## src/rtl/wb_pkg.sv

```systemverilog
// Shared types for the register-file write-port arbiter.
package wb_pkg;

  localparam int REG_ADDR_W = 5;
  localparam int XLEN       = 32;

  typedef struct packed {
    logic [REG_ADDR_W-1:0] rd;
    logic [XLEN-1:0]       data;
  } wb_req_t;

  typedef enum logic {
    NORMAL = 1'b0,
    STALL  = 1'b1
  } arb_state_t;

endpackage

```

## src/rtl/wb_result_fifo.sv

```systemverilog
// Circular buffer holding long-latency results until a free WB slot drains them.
module wb_result_fifo
  import wb_pkg::*;
#(
  parameter int DEPTH = 2
) (
  input  logic                   clk,
  input  logic                   rst,
  input  logic                   push,
  input  wb_req_t                din,
  input  logic                   pop,
  output wb_req_t                dout,
  output logic                   full,
  output logic                   empty,
  output logic [$clog2(DEPTH):0] count
);

  localparam int AW = $clog2(DEPTH);

  wb_req_t         mem [DEPTH];
  logic [AW-1:0]   wr_ptr;
  logic [AW-1:0]   rd_ptr;
  logic            do_push;
  logic            do_pop;

  assign full    = (count == ($clog2(DEPTH)+1)'(DEPTH));
  assign empty   = (count == '0);
  assign do_push = push && !full;
  assign do_pop  = pop && !empty;
  assign dout    = mem[rd_ptr];

  // DEPTH is a power of two, so pointers wrap by natural overflow.
  always_ff @(posedge clk or posedge rst) begin
    if (rst) begin
      wr_ptr <= '0;
      rd_ptr <= '0;
      count  <= '0;
    end else begin
      if (do_push) begin
        mem[wr_ptr] <= din;
        wr_ptr      <= wr_ptr + 1'b1;
      end
      if (do_pop)
        rd_ptr <= rd_ptr + 1'b1;
      case ({do_push, do_pop})
        2'b10:   count <= count + 1'b1;
        2'b01:   count <= count - 1'b1;
        default: count <= count;
      endcase
    end
  end

endmodule

```

## src/rtl/wb_port_arbiter.sv

```systemverilog
// Shares the register-file write port between pipeline writeback and queued
// long-latency results; requests a bubble when a queued result starves.
//
// state  | meaning
// NORMAL | pipeline owns the port; queued results drain into idle slots
// STALL  | FIFO head waited MAX_WAIT cycles; bubble requested until it pops
module wb_port_arbiter
  import wb_pkg::*;
#(
  parameter int DEPTH    = 2,
  parameter int MAX_WAIT = 8
) (
  input  logic                   clk,
  input  logic                   rst,
  input  logic                   wb_regwrite_i,
  input  logic [REG_ADDR_W-1:0]  wb_rd_i,
  input  logic [XLEN-1:0]        wb_data_i,
  input  logic                   mc_valid_i,
  output logic                   mc_ready_o,
  input  logic [REG_ADDR_W-1:0]  mc_rd_i,
  input  logic [XLEN-1:0]        mc_data_i,
  output logic                   rf_we_o,
  output logic [REG_ADDR_W-1:0]  rf_waddr_o,
  output logic [XLEN-1:0]        rf_wdata_o,
  output logic                   stall_req_o,
  output logic [$clog2(DEPTH):0] fifo_count_o
);

  localparam int WW = $clog2(MAX_WAIT + 1);

  wb_req_t     head;
  logic        full;
  logic        empty;
  logic        push;
  logic        pop;
  logic        real_wb;
  arb_state_t  state;
  logic [WW-1:0] wait_cnt;
  logic [WW-1:0] wait_nxt;

  assign mc_ready_o = !rst && !full;
  // Results for x0 are acknowledged but never queued.
  assign push       = mc_valid_i && mc_ready_o && (mc_rd_i != '0);
  assign real_wb    = wb_regwrite_i && (wb_rd_i != '0);
  assign pop        = !real_wb && !empty;
  assign wait_nxt   = wait_cnt + 1'b1;

  wb_result_fifo #(.DEPTH(DEPTH)) u_fifo (
    .clk   (clk),
    .rst   (rst),
    .push  (push),
    .din   ('{rd: mc_rd_i, data: mc_data_i}),
    .pop   (pop),
    .dout  (head),
    .full  (full),
    .empty (empty),
    .count (fifo_count_o)
  );

  always_ff @(posedge clk or posedge rst) begin
    if (rst) begin
      rf_we_o     <= 1'b0;
      rf_waddr_o  <= '0;
      rf_wdata_o  <= '0;
      stall_req_o <= 1'b0;
      state       <= NORMAL;
      wait_cnt    <= '0;
    end else begin
      if (real_wb) begin
        rf_we_o    <= 1'b1;
        rf_waddr_o <= wb_rd_i;
        rf_wdata_o <= wb_data_i;
      end else if (pop) begin
        rf_we_o    <= 1'b1;
        rf_waddr_o <= head.rd;
        rf_wdata_o <= head.data;
      end else begin
        rf_we_o    <= 1'b0;
      end

      case (state)
        NORMAL: begin
          if (empty || pop) begin
            wait_cnt <= '0;
          end else begin
            wait_cnt <= wait_nxt;
            if (wait_nxt == WW'(MAX_WAIT)) begin
              state       <= STALL;
              stall_req_o <= 1'b1;
            end
          end
        end
        STALL: begin
          // Stay here while the pipeline ignores the request; head is retained.
          if (pop) begin
            state       <= NORMAL;
            wait_cnt    <= '0;
            stall_req_o <= 1'b0;
          end
        end
        default: begin
          state       <= NORMAL;
          wait_cnt    <= '0;
          stall_req_o <= 1'b0;
        end
      endcase
    end
  end

endmodule

```

## config.mk

```make
export PLATFORM = sky130hd
export DESIGN_NAME = wb_port_arbiter
export DESIGN_NICKNAME = d
export VERILOG_FILES = /design/src/rtl/wb_pkg.sv /design/src/rtl/wb_result_fifo.sv /design/src/rtl/wb_port_arbiter.sv
export SDC_FILE = /design/constraint.sdc
export NUM_CORES = 1
export LEC_CHECK = 0
export CAP_MARGIN = 15
export CORE_UTILIZATION = 49
export DETAILED_ROUTE_END_ITERATION = 8
export PLACE_DENSITY = 0.76
export SYNTH_ARGS = -nofsm -noshare
export SYNTH_HDL_FRONTEND = slang
export SYNTH_SLANG_ARGS = --single-unit
export TNS_END_PERCENT = 5
```

## constraint.sdc

```tcl
create_clock -name clk -period 3 [get_ports clk]
set_input_delay 0.3 -clock clk [delete_from_list [all_inputs] [get_ports clk]]
set_output_delay 0.3 -clock clk [all_outputs]
set_load 0.005 [all_outputs]
```

; ---- After elaboration in Yosys (flattened, before gate mapping)
; Memories as Yosys holds them, arrays and structs flattened.
; Index checks and enable logic that the tools add are counted.
[classes]
add_sub_neg = 5
mul = 0
n_div = 0
n_lt_le_gt_ge = 0
eq_ne = 7
shifts = 0
n_mux = 20
bitwise = 1
reduce_logical = 19
[ops]
columns = op, n
row1 = $mux 32, 2
row2 = $mux 1, 10
row3 = $mux 5, 2
row4 = $reduce_bool 5->1, 2
row5 = $logic_and 1x1->1, 8
row6 = $mux 4, 2
row7 = $pmux 4 s2, 1
row8 = $ne 2x2->1 const B, 3
row9 = $add 4x1->4 const B, 1
row10 = $eq 2x2->1 const B, 2
row11 = $eq 4x4->1 const B, 1
row12 = $logic_not 1->1, 4
row13 = $pmux 1 s2, 2
row14 = $pmux 2 s2, 1
row15 = $reduce_bool 2->1, 2
row16 = $reduce_and 3->1, 1
row17 = $add 1x1->1 const B, 2
row18 = $add 2x1->2 const B, 1
row19 = $eq 2x1->1 const B, 1
row20 = $logic_not 2->1, 1
row21 = $sub 2x1->2 const B, 1
row22 = $logic_or 1x1->1, 1
row23 = $not 1->1, 1
[word_totals]
register_bits = 48
latch_bits = 0
ram_bits = 74
romBits = 0
in_bits = 78
out_inout_bits = 42
word_cells = 62
n_memories = 1
[mem_list]
columns = memory, words, width, rd, rd_ports_with_merged_regs, write_ports, line
row1 = u_fifo.mem, 2, 37, 1, 0, 1, wb_result_fifo.sv:20  ; wb_req_t mem [DEPTH];

; ---- Depth between registers and ports, before layout
[depth]
depth_word = 9
depth_mapped = 8

; ---- By module
; A second synthesis with hierarchy kept.
[hier_totals]
hier_cells = 342
hier_area_um2 = 5001.0
[by_module_without_submodules]
columns = mod, instances, cells_each, area_each_um2, seq_area_each_um2
row1 = wb_result_fifo, 1, 134, 2879.0, 2322.2
row2 = wb_port_arbiter, 1, 208, 2122.0, 1101.1

; ---- Least setup slack after synthesis
; OpenSTA, ideal clock, no wires.
[synth_timing]
kind = register -> register
start = register u_fifo.count[0]
end = memory u_fifo.mem[0][0] in the netlist's numbering (enable)
setup_time_ns = 0.431
t_arrival_ns = 2.453
path_slack_ns = 0.116
stages_incl_launch_ff = 5
n_path_buf = 0
period_less_slack_ns = 2.884
cell_sequence = dfrtp_1 -> inv_1 -> a21oi_1 -> o211ai_2 -> nor2_1
[synth_between]
elab_chain_len = 9
[synth_rtl]
columns = element, line
row1 = from (decl), wb_result_fifo.sv:15  ; output logic [$clog2(DEPTH):0] count
row2 = from (signal assigned), wb_result_fifo.sv:46  ; 2'b10: count <= count + 1'b1;
row3 = from (signal assigned), wb_result_fifo.sv:47  ; 2'b01: count <= count - 1'b1;
row4 = from (signal assigned), wb_result_fifo.sv:48  ; default: count <= count;
row5 = $eq 2x2->1, wb_result_fifo.sv:26  ; assign full = (count == ($clog2(DEPTH)+1)'(DEPTH));
row6 = $logic_not 1->1, wb_port_arbiter.sv:41  ; assign mc_ready_o = !rst && !full;
row7 = $logic_and 1x1->1, wb_port_arbiter.sv:41
row8 = named net mc_ready_o, wb_port_arbiter.sv:19  ; output logic mc_ready_o,
row9 = $logic_and 1x1->1 (2 in series), wb_port_arbiter.sv:43  ; assign push = mc_valid_i && mc_ready_o && (mc_rd_i != '0);
row10 = $logic_and 1x1->1, wb_result_fifo.sv:28  ; assign do_push = push && !full;
row11 = $mux 1, wb_result_fifo.sv:39  ; if (do_push) begin
row12 = $logic_and 1x1->1 (implied by the code), wb_result_fifo.sv:40  ; mem[wr_ptr] <= din;
row13 = $mux 1 (implied by the code), wb_result_fifo.sv:40
row14 = to (decl), wb_result_fifo.sv:20
; The timed path passes the listed nets, and every way through them passes these cells.

; ---- Worst setup path in the final report
[layout_timing]
start = register u_fifo.count[0]
end = output port mc_ready_o
[layout_between]
elab_chain_len = 3
[layout_rtl]
columns = element, line
row1 = $eq 2x2->1, wb_result_fifo.sv:26
row2 = $logic_not 1->1, wb_port_arbiter.sv:41
row3 = $logic_and 1x1->1, wb_port_arbiter.sv:41
row4 = to (decl), wb_port_arbiter.sv:19
; No other way between the ends.

==> results.md <==
* DP Worst Slack at around 600 ps
* Mapped Nets at around 450
* CTS Buf Count at 17
* Worst hold path type: input pin to asynchronous set/reset pin
* CTS tree: done
* Most instantiated cells after synthesis: 74 x edfxtp_1, 48 x dfrtp_1, 41 x nand2_1, 41 x nor2_1, 39 x a21oi_1
* Die area at 0.0103 mm²
* Final worst slack at between 700 and 800 ps
* Post-synth EDFFs at 74
* Fin Setup TNS at 0 ps
* Placed Cells at about 620
* Post-CTS Setup Inserts at 0
* Slew Limit Fails at 0
* Yosys top cell by area: edfxtp_1
* Antenna violations before repair at 0
* Starting Density at 50.3%
* Top cell type's share of synthesized area at 45.6%
* Layout cells sized above 1 at 10.1%
* Core box area at 0.00968 mm²
* Pre-Repair DR Iteration Count at 4
* CP Max Fanout at 6
* Post-cts resize count at 0
* DIE WIDTH at between 100 and 150 µm
* Syn Inst Count at 373
* CP peak stage delay at 570 ps
* H-tree Lvls at 4
* Primary FF master, synth: edfxtp_1
* DIE HEIGHT at 102 µm
* Unrepaired setup endpoints after global routing: no
* #FFs+latches synth at about 120
* Layout area overhead at 39.9%
* Critical path capture point type: output port
* Final setup viols at 0
* Sink Count at 122
* DRT iter0 DRCs at 113
* CP Cell Sequence: inv_1 > a21oi_1 > clkdlybuf4s50_1
* Netlist cell types at 32
* Outcome: complete, no violations
* CTS clock-pin slew for the worst setup and hold paths at ~60 ps
* ANT cells at 0
* Worst-Skew Late Latency at 510 ps
* Synth warn at 0
* First-pass GRT wire length at 16,500 µm
* Worst Skew at 11.7 ps
* Io pins at 120
* Total of max-cap violations at 0
* Leakage at 2.66 nW
* Via/cell ratio at 5.16
* Most numerous cell in the Yosys netlist: edfxtp_1
* Element type at the critical path start: flip-flop
* Worst VDD drop at a little under 0.5 mV
* Largest net degree at the start of global routing at 52
* Slew headroom at 65.4%
* Cell Rows at 36
* FFs w/ async S/R, synth at 39.3%
* DR WL/cell at 15.9 µm
* Slowest CP cell: clkdlybuf4s50_1
* Fmax at 0.451 GHz
* Synth Cell Area at 0.00487 mm²
* Via count at 3,339
* Final WL at 10,300 µm
* Number of filler cells placed in the layout at 682
* Gpl congestion at between 0.7 and 0.8
* Final Net Count at 581
* Worst Tran Pin Value at 518 ps
* DRT antenna net count at 0
* Post-layout util at between 70% and 80%
* Global route overflow at 0
* IO buf count at 119
* Hold buffer count at CTS at 0
* Layout Cells excl Fill at 647
* Drt drc at 0
* GRT Resource Usage Total at a little over a fifth
* WS Path Type: flip-flop to output port
* Fin crit share at roughly three quarters
* Post-synthesis area per instance at 13.1 µm²
* Crit path DAT at 1920 ps
* Hpwl dp at just under 7000 µm
* Max clock buf depth at 2
* CTS root buffer: clkbuf_8
* Vias in the first global route at around 3,400
* Pwr dens at around 870 mW/mm²
* Synth area leaders: edfxtp_1 46%, dfrtp_1 25%, mux2i_1 7.6%
* Min Clock Period, post-route at 2220 ps
* Seq/Total Area, Yosys at between 70% and 80%
* Crit path required time at 2700 ps
* Final Power at 0.00594 W
* Final hold violations at 0
-- power breakdown --
part | switching (W) | internal, W
sequential | 0.000225 | 0.00213
combinational | 0.000787 | 0.000833
clock | 0.000693 | 0.00127
total | 0.00171 | 0.00423
-- sequential cells by signal, summed over array words and instances (netlist names) --
| register | count |
|---|---|
| u_fifo.count | 2 |
| rf_wdata_o | 32 |
| u_fifo.mem | 74 |
| rf_waddr_o | 5 |
| state | 1 |
| rf_we_o | 1 |
| wait_cnt | 4 |
| stall_req_o | 1 |
| u_fifo.rd_ptr | 1 |
| u_fifo.wr_ptr | 1 |
-- metal layers --
layer  track usage [%]  share of wire (%)
met5                 0                  0
met4              9.03                1.5
met3              8.56                7.0
met2              34.5                 49
met1              26.8                 43
-- cells in the final DEF, fill, tap and decap left out, types with 11 or more instances in the layout --
master and instances:
nor2_1 38, mux2i_1 37, clkdlybuf4s50_1 119, dfrtp_1 47, buf_4 11, clkbuf_16 16, a21oi_1 39, o21ai_0 37
nand2_1 41, edfxtp_1 74
-- through the flow --
step | hold slack, ps | area [µm²]
4_1_cts | 156 | 6810
3_3_place_gp | 510 | 6230
6_report | 162 | 6810
5_1_grt | 177 | 6810
2_1_floorplan | 399 | 4870
3_5_place_dp | 544 | 6230
-- worst max-delay path, delay by kind of cell, from the launching register on --
kind                   cells  cell delay (ps)
AO/OA/AOI/OAI              1              250
buffers and inverters      2              650
flip-flops                 1              500
-- worst paths after layout --
| kind | start | end | slack [ps] | cells past startpoint |
|---|---|---|---|---|
| max in group asynchronous | rst | rf_wdata_o[3] | 2250 | 3 |
| hold / removal | rst | rf_waddr_o[4] | 160 | 2 |
| setup / recovery | u_fifo.count[0] | mc_ready_o | 780 | 3 |
| setup reg to reg | u_fifo.count[0] | u_fifo.mem[1][27] | 1100 | 5 |
| hold reg to reg | stall_req_o | stall_req_o | 550 | 1 |
| min in group clk | wb_data_i[30] | rf_wdata_o[30] | 340 | 3 |
-- cell families after synthesis --
logic type | Yosys count | synth area share [%]
XOR/XNOR | 6 | 1.08
AO/OA/AOI/OAI | 88 | 10.2
adder cells (fa/ha/maj) | 2 | 0.514
buffers and inverters | 25 | 2.49
AND/OR/NAND/NOR | 93 | 7.78
multiplexers | 37 | 7.60
flip-flops | 122 | 70.3
-- layout make-up --
type | count | area, µm² | share of cell area [%]
Multi-Input combinational cell | 226 | 1350 | 19.8
Sequential cell | 122 | 3420 | 50.3
Clock inverter | 13 | 151 | 2.22
Tap cell | 133 | 166 | 2.44
Clock buffer | 19 | 432 | 6.34
Timing Repair Buffer | 130 | 1270 | 18.7
Inverter | 4 | 15.0 | 0.220
No activity file was read; power rests on OpenSTA's default activity.
==> RTL change, RTL diff (same settings) <==
The parameter `MAX_WAIT` goes from 8 to 16.
--- a/src/rtl/wb_port_arbiter.sv
+++ b/src/rtl/wb_port_arbiter.sv
@@ -9,5 +9,5 @@
 #(
   parameter int DEPTH    = 2,
-  parameter int MAX_WAIT = 8
+  parameter int MAX_WAIT = 16
 ) (
   input  logic                   clk,
Behaviour: not the same (Yosys sat finds a counterexample within 10 cycles, from zero or initial values and one cycle with rst high).
==> RTL change against the original RTL <==
Power rose by 4.3%. Sequential cell count grew 1. Register-to-register slack lost 0.03 ns. Setup slack improved by 0.026 ns. Design area up 2.0%. Clock power up 9.6%. Die area grew 2.2%. Clock skew hardly changed. Core utilization rose by 0.45 points. Sequential share of layout area fell by 0.64 points. Count of clock-buffer cells in the layout shrank 1. Routed wire length increased by 2.5%. Synthesized area is 2.2% higher. Final cell count is 1.9% higher. Critical path type unchanged. Largest cell class unchanged.
==> RTL change: results <==
{
  "status": "complete, no violations",
  "yosysSeqAreaShare_pct": 69.2,
  "post_dp_cell_area_sq_mm": 0.00631,
  "fill_cells": 714,
  "synthCells": 389,
  "ys_types": 36,
  "p_switching_uw": 1760,
  "grt_use_total_pct": 20.8,
  "worst_pin_slew_ns": 0.806,
  "final_nets": 593,
  "power_density_mw_per_mm2": 891,
  "cts_root_buffer": "clkbuf_8",
  "synth_edf_count": 74,
  "totalWireLength_mm": 10.5,
  "finClkSkew_ns": 0.0122,
  "antenna_cells": 0,
  "cpLargestDelayFamily": "buffers and inverters",
  "path_max_fanout": 6,
  "async_reset_ff_share_pct": 39.8,
  "htree_num_levels": 4,
  "ir_drop_v": 0.000490,
  "insertion_delay_ns": 0.51,
  "via_count": 3420,
  "critPathMaxStageDelay_ns": 0.55,
  "yosys-top-cells-count": "edfxtp_1, dfrtp_1, nand2_1",
  "synthTopCellsByArea": "edfxtp_1, dfrtp_1, mux2i_1",
  "power_leakage_uw": 0.00271,
  "grt_pass1_vias": 3239,
  "drt_pass1_iterations": 5,
  "synth_fp_nets": 469,
  "grt_max_degree": 79,
  "post-place-cells": 627,
  "grt_pass1_wl_mm": 16.0,
  "grt_remaining_overflow": 0,
  "path_clk_slew_ns": 0.05,
  "place.gp.congestion": 0.756,
  "drive_gt1_share_pct": 9.51,
  "synth_flop_cell": "edfxtp_1",
  "reg_top3": "u_fifo.mem x74, rf_wdata_o x32",
  "dp_hpwl_mm": 6.73,
  "drt-initial-drc-count": 163,
  "routedWlPerCell_um": 16.0,
  "crit_arrival_ns": 1.89,
  "cts_setup_buffers": 0
}
## RTL change: power groups by stage
stage / clock [uW] / sequential (uW) / combinational (uW)
after floorplan: 0 / 2330 / 990
after global placement: 0 / 2390 / 1630
after detailed placement: 0 / 2410 / 1660
after CTS: 2200 / 2380 / 1670
after global routing: 2270 / 2410 / 1840
final: 2160 / 2380 / 1650
## RTL change: kinds of logic (layout without fill, tap and decap cells)
family                     after synthesis  in the layout  synth area share (%)
muxes                                   37             37                  7.44
adders and majority gates                2              2                 0.502
buffers and inverters                   26            163                  2.91
AOI/OAI and AO/OA                       90             90                  10.0
DFF                                    123            123                  69.2
xor gates and xnor gates                 5              5                 0.879
and+or+nand+nor                        106            106                  9.00
## RTL change: through the flow
| stage | hold WS (ns) | setup WS [ns] |
|---|---|---|
| 6_report | 0.162 | 0.809 |
| 5_1_grt | 0.179 | 0.723 |
| 4_1_cts | 0.158 | 0.804 |
| 3_5_place_dp | 0.533 | 0.572 |
| 3_3_place_gp | 0.523 | 0.623 |
| 2_1_floorplan | 0.399 | 0.0934 |
## RTL change: worst paths after layout
kind	from	end	slack (ns)	cells past startpoint
max reg2reg	u_fifo.count[0]	rf_wdata_o[13]	1.07	5
max	u_fifo.count[0]	mc_ready_o	0.81	3
min reg2reg	rf_wdata_o[3]	rf_wdata_o[3]	0.54	2
max in group asynchronous	rst	rf_waddr_o[2]	2.23	3
min	rst	rf_we_o	0.16	2
min in group clk	wb_data_i[14]	rf_wdata_o[14]	0.33	3
## RTL change: area by class of cell
type | instances | share of cell area [%]
flip-flops and latches | 123 | 49.6
clock inverters | 14 | 3.17
repair buffers | 127 | 18.4
clock buffers | 18 | 6.01
well taps | 133 | 2.39
multi-input cells | 240 | 20.2
inverters | 4 | 0.216
## RTL change: per-layer routing
layer	global-route usage (%)	part of all wire [%]
met1	27.5	43
met3	5.15	5.6
met2	33.3	50
met5	0	0
met4	8.23	1.2
## RTL change: worst register-to-register path: stages, from the launching register on
cell and delay [ns]:
dfrtp_1 0.48, nor2_4 0.63, buf_12 0.33, nor2_1 0.12
a21oi_1 0.15, o21ai_1 0.09
